## config.mk

```make
export PLATFORM = sky130hd
export DESIGN_NAME = drive_iq_calibrator_mc
export DESIGN_NICKNAME = d
export VERILOG_FILES = /design/src/rtl/drive_iq_calibrator_mc.sv
export SDC_FILE = /design/constraint.sdc
export NUM_CORES = 2
export LEC_CHECK = 0
export BUFFER_PORTS_ARGS = -buffer_cell sky130_fd_sc_hd__buf_2
export CORE_MARGIN = 2
export CORE_UTILIZATION = 45
export DETAILED_ROUTE_END_ITERATION = 8
export PLACE_DENSITY = 0.58
export SLEW_MARGIN = 20
export SYNTH_ARGS = -nofsm -noshare
export SYNTH_HDL_FRONTEND = slang
export SYNTH_SLANG_ARGS = --single-unit
```

## constraint.sdc

```tcl
create_clock -name clk -period 11.2 [get_ports clk]
set_input_delay 2.24 -clock clk [delete_from_list [all_inputs] [get_ports clk]]
set_output_delay 2.24 -clock clk [all_outputs]
set_load 0.05 [all_outputs]
```

## src/rtl/drive_iq_calibrator_mc.sv

```systemverilog
// drive_iq_calibrator_mc: per-channel IQ gain/skew/DC correction on a shared 3-stage pipeline.
// Define DRIVE_CALI_SAT_EN to clamp and flag sat_event; otherwise results wrap and sat_event stays 0.
module drive_iq_calibrator_mc #(
  parameter int NUM_CH     = 4,
  parameter int IN_WIDTH   = 12,
  parameter int COEF_WIDTH = 12,
  parameter int OUT_WIDTH  = 12,
  parameter int CH_W       = (NUM_CH > 1) ? $clog2(NUM_CH) : 1
) (
  input  logic                         clk,
  input  logic                         rst_n,
  input  logic signed [IN_WIDTH-1:0]   i_in,
  input  logic signed [IN_WIDTH-1:0]   q_in,
  input  logic [CH_W-1:0]              ch_in,
  input  logic                         valid_in,
  output logic                         ready_in,
  output logic signed [OUT_WIDTH-1:0]  i_out,
  output logic signed [OUT_WIDTH-1:0]  q_out,
  output logic [CH_W-1:0]              ch_out,
  output logic                         valid_out,
  input  logic                         ready_out,
  output logic                         sat_event,
  input  logic                         cfg_we,
  input  logic [CH_W-1:0]              cfg_ch,
  input  logic [2:0]                   cfg_sel,
  input  logic signed [COEF_WIDTH-1:0] cfg_data,
  input  logic                         cfg_commit
);
  localparam int FRAC = COEF_WIDTH - 2;
  localparam int PW   = IN_WIDTH + COEF_WIDTH;
  localparam int SW   = PW + 1;
  localparam int DW   = OUT_WIDTH + 1;
  localparam logic [CH_W:0] NUM_CH_V = (CH_W + 1)'(NUM_CH);
  localparam logic signed [COEF_WIDTH-1:0] ONE = {2'b01, {FRAC{1'b0}}};
  localparam logic signed [SW-1:0] MAX_S = {{(SW - OUT_WIDTH + 1){1'b0}}, {(OUT_WIDTH - 1){1'b1}}};
  localparam logic signed [SW-1:0] MIN_S = {{(SW - OUT_WIDTH + 1){1'b1}}, {(OUT_WIDTH - 1){1'b0}}};
`ifdef DRIVE_CALI_SAT_EN
  localparam bit SAT_EN = 1'b1;
`else
  localparam bit SAT_EN = 1'b0;
`endif

  typedef struct packed {
    logic [COEF_WIDTH-1:0] alpha_i;
    logic [COEF_WIDTH-1:0] beta_i;
    logic [COEF_WIDTH-1:0] alpha_q;
    logic [COEF_WIDTH-1:0] beta_q;
    logic [OUT_WIDTH-1:0]  dc_i;
    logic [OUT_WIDTH-1:0]  dc_q;
  } coef_t;

  localparam coef_t IDENT = '{alpha_i: ONE, beta_i: '0, alpha_q: ONE, beta_q: '0, dc_i: '0, dc_q: '0};

  // Returns {clamped, value}; out-of-range values clamp when saturation is built in, else keep LSBs.
  function automatic logic [OUT_WIDTH:0] limit(input logic signed [SW-1:0] v);
    logic ovf;
    ovf = (v > MAX_S) || (v < MIN_S);
    if (SAT_EN && ovf) return {1'b1, v[SW-1] ? MIN_S[OUT_WIDTH-1:0] : MAX_S[OUT_WIDTH-1:0]};
    return {1'b0, v[OUT_WIDTH-1:0]};
  endfunction

  function automatic logic [OUT_WIDTH-1:0] to_dc(input logic signed [COEF_WIDTH-1:0] d);
    logic signed [OUT_WIDTH+COEF_WIDTH-1:0] ext;
    ext = d;
    return ext[OUT_WIDTH-1:0];
  endfunction

  coef_t shadow [NUM_CH];
  coef_t shadow_nxt [NUM_CH];
  coef_t active [NUM_CH];
  coef_t sel;
  logic  cfg_hit;
  logic  en;

  // Handshake: a beat moves on every cycle en is high; en = !valid_out || ready_out,
  // ready_in mirrors en, and a sample is taken when valid_in && ready_in. When en is low
  // every stage holds, so nothing is dropped or duplicated and order is preserved.
  assign en       = !valid_out || ready_out;
  assign ready_in = en;

  assign cfg_hit = cfg_we && ({1'b0, cfg_ch} < NUM_CH_V) && (cfg_sel <= 3'd5);

  // Commit copies the post-write shadow so a same-cycle write is included.
  always_comb begin
    for (int c = 0; c < NUM_CH; c++) begin
      shadow_nxt[c] = shadow[c];
      if (cfg_hit && (int'(cfg_ch) == c)) begin
        case (cfg_sel)
          3'd0:    shadow_nxt[c].alpha_i = cfg_data;
          3'd1:    shadow_nxt[c].beta_i  = cfg_data;
          3'd2:    shadow_nxt[c].alpha_q = cfg_data;
          3'd3:    shadow_nxt[c].beta_q  = cfg_data;
          3'd4:    shadow_nxt[c].dc_i    = to_dc(cfg_data);
          3'd5:    shadow_nxt[c].dc_q    = to_dc(cfg_data);
          default: shadow_nxt[c] = shadow[c];
        endcase
      end
    end
  end

  always_ff @(posedge clk or negedge rst_n) begin
    if (!rst_n) begin
      for (int c = 0; c < NUM_CH; c++) begin
        shadow[c] <= IDENT;
        active[c] <= IDENT;
      end
    end else begin
      for (int c = 0; c < NUM_CH; c++) begin
        shadow[c] <= shadow_nxt[c];
        if (cfg_commit) active[c] <= shadow_nxt[c];
      end
    end
  end

  always_comb begin
    sel = active[0];
    for (int c = 1; c < NUM_CH; c++) begin
      if (int'(ch_in) == c) sel = active[c];
    end
  end

  logic signed [PW-1:0] m_ai, m_bq, m_aq, m_bi;
  assign m_ai = PW'(i_in) * PW'($signed(sel.alpha_i));
  assign m_bq = PW'(q_in) * PW'($signed(sel.beta_q));
  assign m_aq = PW'(q_in) * PW'($signed(sel.alpha_q));
  assign m_bi = PW'(i_in) * PW'($signed(sel.beta_i));

  logic                        s1_valid;
  logic [CH_W-1:0]             s1_ch;
  logic signed [PW-1:0]        s1_ai, s1_bq, s1_aq, s1_bi;
  logic signed [OUT_WIDTH-1:0] s1_dci, s1_dcq;

  logic                        s2_valid;
  logic [CH_W-1:0]             s2_ch;
  logic signed [OUT_WIDTH-1:0] s2_i, s2_q, s2_dci, s2_dcq;
  logic                        s2_sat;

  logic signed [SW-1:0] sum_i, sum_q;
  logic [OUT_WIDTH:0]   lim2_i, lim2_q, lim3_i, lim3_q;
  logic signed [DW-1:0] d_i, d_q;

  assign sum_i  = SW'(s1_ai) + SW'(s1_bq);
  assign sum_q  = SW'(s1_aq) + SW'(s1_bi);
  assign lim2_i = limit(sum_i >>> FRAC);
  assign lim2_q = limit(sum_q >>> FRAC);
  assign d_i    = DW'(s2_i) + DW'(s2_dci);
  assign d_q    = DW'(s2_q) + DW'(s2_dcq);
  assign lim3_i = limit(SW'(d_i));
  assign lim3_q = limit(SW'(d_q));

  always_ff @(posedge clk or negedge rst_n) begin
    if (!rst_n) begin
      s1_valid  <= 1'b0;
      s1_ch     <= '0;
      s1_ai     <= '0;
      s1_bq     <= '0;
      s1_aq     <= '0;
      s1_bi     <= '0;
      s1_dci    <= '0;
      s1_dcq    <= '0;
      s2_valid  <= 1'b0;
      s2_ch     <= '0;
      s2_i      <= '0;
      s2_q      <= '0;
      s2_dci    <= '0;
      s2_dcq    <= '0;
      s2_sat    <= 1'b0;
      valid_out <= 1'b0;
      ch_out    <= '0;
      i_out     <= '0;
      q_out     <= '0;
      sat_event <= 1'b0;
    end else if (en) begin
      s1_valid  <= valid_in;
      s1_ch     <= ch_in;
      s1_ai     <= m_ai;
      s1_bq     <= m_bq;
      s1_aq     <= m_aq;
      s1_bi     <= m_bi;
      s1_dci    <= sel.dc_i;
      s1_dcq    <= sel.dc_q;
      s2_valid  <= s1_valid;
      s2_ch     <= s1_ch;
      s2_i      <= lim2_i[OUT_WIDTH-1:0];
      s2_q      <= lim2_q[OUT_WIDTH-1:0];
      s2_dci    <= s1_dci;
      s2_dcq    <= s1_dcq;
      s2_sat    <= lim2_i[OUT_WIDTH] | lim2_q[OUT_WIDTH];
      valid_out <= s2_valid;
      ch_out    <= s2_ch;
      i_out     <= lim3_i[OUT_WIDTH-1:0];
      q_out     <= lim3_q[OUT_WIDTH-1:0];
      sat_event <= s2_sat | lim3_i[OUT_WIDTH] | lim3_q[OUT_WIDTH];
    end
  end
endmodule

```

==> summary.txt <==
status -> complete, no violations
via count -> 32.02k
Synth Area in Compound Gates -> 3.335%
initial antenna violation count -> 7
die area -> 119,400 um2
Max clock buf depth -> 3
cts bufs inserted -> 84
largest net degree at the start of global routing -> 193
Sum Neg Setup Slack -> 0 ps
CP startpoint kind -> primary input
CTS sink cnt -> 769
Seq pwr share -> 21.6%
ys async rst share -> 100.0%
Layout fillers -> 10.54k
Critical Setup Path Class -> in -> reg
final setup vio count -> 0
Total GRT Usage -> 20.29%
mapped cell area -> 52,480 um2
required time of the critical path -> 11,700 ps
switching pwr -> 8.324 mW
post-synthesis sequential area ratio -> 36.71%
nets@finish -> 5,455
worst-margin pin slew -> 1030 ps
Int Power -> 10.36 mW
Finished Layout Cells -> 6,232
Critical Path Sink Type -> flip-flop
simple-gate share of the synthesized area -> 10.06%
vias per cell -> 5.138
FMAX -> 122.1 MHz
Final period util -> 73.11%
FF+latch area -> 19,260 um2
Post-Place Cells -> 6,075
pwr dens -> 327.5 nW/um2
ratio of cells with drive above 1 in the final layout -> 19.98%
most common cell after layout, fill and taps aside -> dfrtp_1
most crowded layer after global routing -> met2
clock power share -> 15.0%
area growth from synthesis to layout -> 8.717%
IO Port Bufs -> 76
gr ovfl total -> 0
global routing usage on met2 -> 32.92%
CTS Hold Bufs -> 0
Mapped Nets -> 5,509
I/O pins -> 78
Core Region -> 115,900 um2
Leak -> 28.03 nW
# Post-CTS Setup Buffers -> 0
post-synthesis xor/xnor area fraction -> 2.337%
min cycle time layout -> 8188 ps
area of the multi-input gates -> 29,870 um2
hold path cells -> 2
global-route wire length before repair -> 191,000 um
Wirelength per Cell -> 18.94 um
number of core rows -> 125
Die Ht -> 345.5 um
max cap viols -> 0
yosys warns -> 0
type of the tightest min-delay check -> reg -> reg
mux contribution to synthesized area -> 15.44%
RSZ-0062 raised after global routing -> false
synth unique cells -> 67
Avg Cell Area, Syn -> 11.18 um2
ANT nets after route -> 0
1st-iter DRT viols -> 1,746
Comb power frac -> 63.4%
first-pass iteration count of the detailed router -> 6
met1 Usage GRT -> 29.20%
met3 usage -> 2.625%
clock transition at the registers of the reported paths -> 60 ps
final hold vios -> 0
Primary FF master, synth -> dfrtp_1
Final GP Congestion -> 0.8244
die width -> 345.5 um
Max VDD drop -> 212.3 uV
CP Data Arrival Time -> 8690 ps
clk_lat worst skew -> 680 ps
CTS root buffer -> clkbuf_16
highest-count cells in the layout ignoring fill and taps -> 753 x dfrtp_1, 685 x nand2_1, 652 x inv_1, 577 x mux2_2, 514 x fa_1
routed wire length -> 118,000 um
Clock Skew -> 69.38 ps
worst r2r path cells -> 19
total power -> 18.68 mW
Sw Ratio -> 44.55%
vias in the first global route -> 34.01k
Synth Area in Adders -> 25.66%
Initial Utilization -> 45.28%
placed wire-length estimate -> 84,340 um
post-CTS sizing -> 0
largest family of logic cells by synthesized area -> adder cells
DRC Markers -> 0
number of synthesized register bits -> 769
Post-Synthesis Cells -> 4,692
Post-synth EDFFs -> 0
crit-path max FO -> 43
max_slew headroom -> 31.35%
max-slew violation count -> 0
TritonCTS clock tree -> done
CTS H-tree depth -> 3
==> critical path, stage by stage <==
cell	delay, ps
buf_4	620
buf_4	390
mux4_2	490
and2_1	240
fa_1	470
ha_1	310
fa_1	510
inv_1	50
fa_1	490
fa_1	490
inv_1	40
ha_1	310
a21oi_1	210
o21ai_1	150
o41ai_1	420
o21ai_0	240
o41ai_2	400
o2111ai_1	180
a21oi_1	190
xnor2_1	140
a21oi_1	80
==> sequential cells by signal (all words and copies together), names as in the netlist, 22 cells and up <==
register  count
active      288
shadow      288
s1_bi        22
s1_bq        22
s1_aq        22
s1_ai        22
==> area by class of cell <==
class	instances	share of cell area, %
Multi-Input combinational cell	3029	52.36
Sequential cell	769	33.76
Clock buffer	119	4.320
Inverter	653	4.309
Tap cell	1524	3.342
Timing Repair Buffer	101	1.169
Clock inverter	34	0.7215
Antenna cell	3	0.01316
==> through the flow <==
stage | instance area [um2] | setup slack [ps] | hold WS [ps] | util [%]
2_1_floorplan | 52480 | 2630 | 430.0 | -
6_report | 57050 | 3012 | 465.1 | 49.23
3_5_place_dp | 54140 | 2268 | 455.5 | 46.71
5_1_grt | 57050 | 2553 | 481.8 | 49.23
4_1_cts | 57010 | 2983 | 470.4 | 49.20
3_3_place_gp | 54140 | 2243 | 446.2 | 46.71
==> cells in the mapped netlist, types with 4 or more instances <==
master,n,area (um2)
inv_1,652,2447
o31ai_1,13,97.59
xor2_1,49,429.2
ha_1,254,3178
mux4_2,68,1531
o21ai_0,54,270.3
xnor2_1,91,797.0
or2_2,19,118.9
o21ai_1,4,20.02
dfstp_2,16,420.4
nor3b_1,4,30.03
a31oi_1,7,43.79
and2_1,197,1232
o211ai_1,6,45.04
mux2i_1,4,40.04
nand2b_1,12,75.07
a21oi_1,129,645.6
o21bai_1,6,45.04
nand4_1,4,25.02
buf_2,16,80.08
nand2_1,685,2571
nand3b_1,4,30.03
a211o_1,4,35.03
dfrtp_1,753,18840
a21boi_0,5,37.54
o21a_1,11,82.58
or3_1,10,62.56
buf_1,9,33.78
fa_1,514,10290
a211oi_1,5,37.54
and3_1,9,56.30
clkbuf_1,214,803.3
nor3_1,30,150.1
mux2_2,577,6497
nand3_1,29,145.1
a21o_1,12,90.09
o41ai_1,4,35.03
nor2_1,152,570.6
nor2b_1,12,75.07
==> metal layers <==
layer  share of wire (%)  vias to the layer above  wire length, um
met5               0.019                        -               22
met4                 1.7                        6             2003
met3                 3.0                      123             3530
met2                  47                      410            55580
met1                  48                    16633            56890
li1                    -                    14849                -
==> cells by family (layout without fill, tap and decap cells) <==
kind of cell	Yosys count	after routing
and+or+nand+nor	1181	1181
buffers and inverters	894	907
DFF	769	769
adders and majority gates	768	768
muxes	652	652
AOI/OAI and AO/OA	287	287
xor gates and xnor gates	140	140
other	1	4
==> power groups by stage <==
stage	registers, mW	clock network (mW)	logic (mW)
2_1_floorplan	4.05	0	9.01
3_3_place_gp	4.09	0	11.9
3_5_place_dp	4.10	0	12.0
4_1_cts	4.05	2.87	12.1
5_1_grt	4.12	2.99	13.5
6_report	4.04	2.81	11.8
==> worst paths after layout <==
kind,from,end,slack (ps)
worst max-delay path,ch_in[1],s1_ai[21],3010
worst min-delay path,s2_valid,s2_valid,470
worst max register to register,active[54],s1_bi[21],5080
worst min register to register,s2_valid,s2_valid,470
max in group asynchronous,rst_n,s1_aq[9],7950
min in group asynchronous,rst_n,active[59],1620
Power figures use the tool's default switching activity.
